[config.mk]
export PLATFORM = sky130hd
export DESIGN_NAME = rv_test_monitor
export DESIGN_NICKNAME = d
export VERILOG_FILES = /design/src/rtl/rv_test_monitor.sv
export SDC_FILE = /design/constraint.sdc
export NUM_CORES = 1
export LEC_CHECK = 0
export CAP_MARGIN = 20
export CORE_ASPECT_RATIO = 0.75
export CORE_MARGIN = 2
export CORE_UTILIZATION = 35
export DETAILED_ROUTE_END_ITERATION = 7
export GPL_ROUTABILITY_DRIVEN = 1
export GPL_TIMING_DRIVEN = 0
export MAX_ROUTING_LAYER = met4
export SYNTH_ARGS = -nofsm -noshare
export SYNTH_HDL_FRONTEND = slang
export SYNTH_SLANG_ARGS = --single-unit
[constraint.sdc]
create_clock -name clk -period 9.2 [get_ports clk]
set_clock_uncertainty 0.15 [all_clocks]
set_input_delay 1.84 -clock clk [delete_from_list [all_inputs] [get_ports clk]]
set_output_delay 1.84 -clock clk [all_outputs]
set_load 0.005 [all_outputs]
[src/rtl/rv_test_monitor.sv]
// riscv-tests verdict monitor: shadows gp (x3) and reports pass/fail/timeout on ECALL.
// Define RV_MON_REGSHADOW_EN for a full 32x32 register shadow with a dbg_sel/dbg_data read port.
module rv_test_monitor #(
  parameter int unsigned TIMEOUT_CYCLES = 5000,
  parameter int unsigned CNT_W          = 32
) (
  input  logic             clk,
  input  logic             reset,
  input  logic             inst_valid,
  input  logic [31:0]      inst,
  input  logic             rd_we,
  input  logic [4:0]       rd_addr,
  input  logic [31:0]      rd_data,
  output logic             done,
  output logic             pass,
  output logic             timeout,
  output logic [30:0]      fail_test,
  output logic [31:0]      gp_shadow,
  output logic [CNT_W-1:0] cycle_count,
  output logic [CNT_W-1:0] instret_count
`ifdef RV_MON_REGSHADOW_EN
  ,
  input  logic [4:0]       dbg_sel,
  output logic [31:0]      dbg_data
`endif
);

  typedef enum logic [2:0] {
    S_IDLE,
    S_RUN,
    S_PASS,
    S_FAIL,
    S_TIMEOUT
  } state_t;

  localparam logic [31:0]      ECALL_WORD = 32'h0000_0073;
  localparam bit               TO_EN      = (TIMEOUT_CYCLES != 0);
  localparam logic [CNT_W-1:0] TO_LAST    = CNT_W'(TIMEOUT_CYCLES - 1);

  state_t state;

  logic             live;
  logic             is_ecall;
  logic             gp_wr;
  logic [31:0]      gp_eff;
  logic [CNT_W-1:0] cc_next;
  logic [CNT_W-1:0] ir_next;

  always_comb begin
    live     = (state == S_IDLE) || (state == S_RUN);
    is_ecall = inst_valid && (inst == ECALL_WORD);
    gp_wr    = rd_we && (rd_addr == 5'd3);
    // a gp write in the ECALL cycle is visible to the verdict
    gp_eff   = gp_wr ? rd_data : gp_shadow;
    cc_next  = (&cycle_count)   ? cycle_count   : cycle_count + CNT_W'(1);
    ir_next  = (&instret_count) ? instret_count : instret_count + CNT_W'(1);
  end

  always_ff @(posedge clk or posedge reset) begin
    if (reset) begin
      state         <= S_IDLE;
      done          <= 1'b0;
      pass          <= 1'b0;
      timeout       <= 1'b0;
      fail_test     <= '0;
      cycle_count   <= '0;
      instret_count <= '0;
    end else begin
      if (state == S_RUN)
        cycle_count <= cc_next;
      // the instruction that leaves IDLE is counted too
      if (live && inst_valid)
        instret_count <= ir_next;

      if (live && is_ecall) begin
        done <= 1'b1;
        if (gp_eff == 32'd1) begin
          state     <= S_PASS;
          pass      <= 1'b1;
          fail_test <= '0;
        end else begin
          state     <= S_FAIL;
          fail_test <= gp_eff[31:1];
        end
      end else if (state == S_IDLE && inst_valid) begin
        state <= S_RUN;
      end else if (state == S_RUN && TO_EN && cycle_count == TO_LAST) begin
        state   <= S_TIMEOUT;
        timeout <= 1'b1;
        done    <= 1'b1;
      end
    end
  end

`ifdef RV_MON_REGSHADOW_EN
  logic [31:0] regs [32];

  always_ff @(posedge clk or posedge reset) begin
    if (reset) begin
      for (int unsigned i = 0; i < 32; i++)
        regs[i] <= '0;
    end else if (live && rd_we && rd_addr != 5'd0) begin
      regs[rd_addr] <= rd_data;
    end
  end

  assign gp_shadow = regs[3];
  assign dbg_data  = (dbg_sel == 5'd0) ? '0 : regs[dbg_sel];
`else
  always_ff @(posedge clk or posedge reset) begin
    if (reset)
      gp_shadow <= '0;
    else if (live && gp_wr)
      gp_shadow <= rd_data;
  end
`endif

endmodule

==> impl_metrics.csv <==
group,metric,value,unit
detailed_routing,detailedRoute.firstIterationViolations,256,
critical_path,worst-r2r-setup-slack,6.20,ns
cells_and_area,antenna-diode-count,0,
cells_and_area,area_growth_syn_to_layout,48.8,%
sta,tightest_slew,0.915,ns
synth,count_leader_synth,"dfrtp_1",
die,ioPinCount,203,
pwr,power_density,192,nW/um^2
sta,whs,0.320,ns
synth,yosysTopAreaCell,"dfrtp_1",
pwr,vdd_ir_drop_max,0.179,mV
die,num_rows,41,
synth,synth-seq-cells,133,
min_path,beginning_of_the_worst_hold_path,"timeout",
die,floorplan.die_area,18600,sq um
critical_path,r2r_cells,6,
detailed_routing,via_count,5156,
sta,fin_crit_share,48.9,%
job,timing.max_cap.violations,0,
detailed_routing,drt-vias-per-instance,5.08,
detailed_routing,drc,0,
pwr,p_leak,3.74,nW
synth,synthesis.nets,619,
min_path,hold_class,"reg2reg",
cells_and_area,fraction_of_layout_cells_with_a_size_suffix_above_1,7.71,%
critical_path,startpoint_type,"input port",
global_route,grt_start_max_net_pins,72,
cells_and_area,design.final.nets,841,
sta,finalHoldViolCount,0,
die,die-width,157,um
synth,synthDistinctLibCells,43,
critical_path,criticalPathCategory,"in2reg",
cts,cts-root-to-sink-buffers,2,
cts,tritoncts_clock_tree,"done",
synth,synthArstFlopShare,100,%
sta,timing.final.max_slew_violations,0,
critical_path,crit-reg2reg-launch,"state[1]",
sta,period_needed,4.50,ns
detailed_routing,first_pass_iters,4,
synth,synth.cell_area,6140,sq um
critical_path,worst_r2r_endpoint,"fail_test[1]",
synth,ys.warnings.count,0,
critical_path,crit_path_end_kind,"flop",
cts,path_clk_slew,0.06,ns
cts,cts.htree.levels,4,
cts,ctsHoldBuffers,0,
global_route,overflow,0,
cts,cts.repair.resized,0,
cts,cts_num_sinks,133,
synth,syn_avg_cell_area,11.3,sq um
placement,place.detailed.hpwl,13800,um
placement,routabilityCongestion,0.845,
synth,synth.yosys.seq_area_share,54.2,%
detailed_routing,routedWlPerCell,18.0,um
cts,worstSkewPairLatency,0.42,ns
die,coreArea,17000,sq um
sta,final_setup_tns,0,ns
cts,clock_tree.root_cell,"clkbuf_16",
die,floorplan.die.height,119,um
critical_path,worstPathRequired,9.33,ns
min_path,holdPathEnd,"timeout",
sta,achievable-frequency,0.222,GHz
cts,post_cts_buffers,0,
synth,synth_enable_flop_cells,0,
global_route,grt_first_pass_wirelength,28900,um
synth,synthTopCellsByCount,"dfrtp_1, nor2_1, xnor2_1, a21oi_1, nand4_1",
global_route,grt_antenna_before_repair,0,
synth,ys_top_cells_by_area,"dfrtp_1, xnor2_1, mux2i_1, mux2_1, nor2_1",
synth,synth.top_cell.area_share,54.2,%
synth,dominantRegCellSynth,"dfrtp_1",
synth,netlist_instances,544,
cts,total_clock_buffers_created_by_cts,17,
critical_path,worst_ep_arrival_time,4.63,ns
die,start_util,36.2,%
outcome,run_status,"complete, no violations",
sta,maxSlewHeadroom,38.7,%
critical_path,maximum_fanout_encountered_on_the_critical_timing_path,10,
detailed_routing,route.antenna.remaining_nets,0,
placement,port-buffer-count,202,
sta,setup_violations,0,
min_path,hold_depth,1,
sta,rsz0062_at_grt,"false",
detailed_routing,drt_wl_total,18200,um
global_route,grt.total_usage,20.8,%
global_route,grt_pass1_vias,5093,
[per-stage QoR]
| step | instances | util [%] | total power, mW | worst slack (ns) | instance area, sq um |
|---|---|---|---|---|---|
| global route | 1014 | 53.8 | 1.84 | 4.46 | 9140 |
| detailed placement | 983 | 50.0 | 1.03 | 4.21 | 8490 |
| CTS | 1014 | 53.8 | 1.78 | 4.60 | 9140 |
| finish | 1014 | 53.8 | 1.76 | 4.70 | 9140 |
| global placement | 982 | 49.8 | 1.02 | 1.77 | 8460 |
| floorplan | 544 | - | 0.827 | 3.66 | 6140 |
[worst max-delay path, stage by stage]
cell and delay, ns:
clkdlybuf4s50_1 0.49, or3b_1 0.34, clkbuf_1 0.22, nor4_1 0.68, clkbuf_1 0.55, buf_2 0.39, a21oi_1 0.12
[logic make-up (layout without fill, tap and decap cells)]
group / count (synthesis) / count (layout) / synth area share [%]
compound gates: 47 / 47 / 4.93
simple gates: 212 / 212 / 18.9
xor+xnor: 61 / 61 / 8.70
buf+inv: 24 / 258 / 1.55
mux: 65 / 65 / 11.3
flops: 133 / 133 / 54.2
fa+ha+maj: 2 / 2 / 0.408
[sequential cells by signal, summed over array words and instances, names as in the netlist]
name,cells
cycle_count,32
done,1
fail_test,31
gp_shadow,32
instret_count,32
pass,1
state,3
timeout,1
[where the power goes]
group	total, mW	internal, mW	switching, mW	leakage (nW)
Combinational	0.293	0.188	0.105	1.66
Clock	0.745	0.487	0.258	0.302
Sequential	0.721	0.643	0.0778	1.78
[per-layer routing]
| metal | up-vias | wire [um] | track usage, % |
|---|---|---|---|
| li1 | 2437 | - | - |
| met4 | 0 | 322 | 6.08 |
| met5 | - | 0 | - |
| met2 | 127 | 8090 | 29.2 |
| met3 | 27 | 758 | 4.29 |
| met1 | 2565 | 9050 | 30.3 |
[final cells by class]
class | instances | area (sq um)
clock inverters | 12 | 203
flip-flops and latches | 133 | 3330
well taps | 236 | 295
repair buffers | 203 | 2050
clock buffers | 19 | 443
inverters | 6 | 27.5
fillers | 1499 | 7850
plain buffers | 18 | 72.6
multi-input cells | 387 | 2720
[worst max-delay path by stage]
stage | start | endpoint | slack (ns) | cells after the start
finish | inst_valid | fail_test[1] | 4.70 | 7
CTS | inst_valid | fail_test[1] | 4.60 | 7
global placement | reset | fail_test[20] | 1.77 | 2
detailed placement | inst_valid | fail_test[1] | 4.21 | 7
floorplan | reset | cycle_count[0] | 3.66 | 1
global route | inst_valid | fail_test[1] | 4.46 | 7
[layout by cell type (no fill, tap or decap), drive strengths merged, types with 3 or more instances in the layout]
cell type	instances
nor3	9
or4	4
clkbuf	30
nand3	20
xnor2	41
nor2	54
and3	9
nand2	29
nor4	30
mux2	34
inv	7
nand4	32
mux2i	31
buf	8
xor2	20
nor4b	6
and4	7
a21oi	34
nor4bb	3
bufinv	5
clkinvlp	4
dfrtp	133
clkdlybuf4s50	202
No activity file was read; power rests on OpenSTA's default activity.
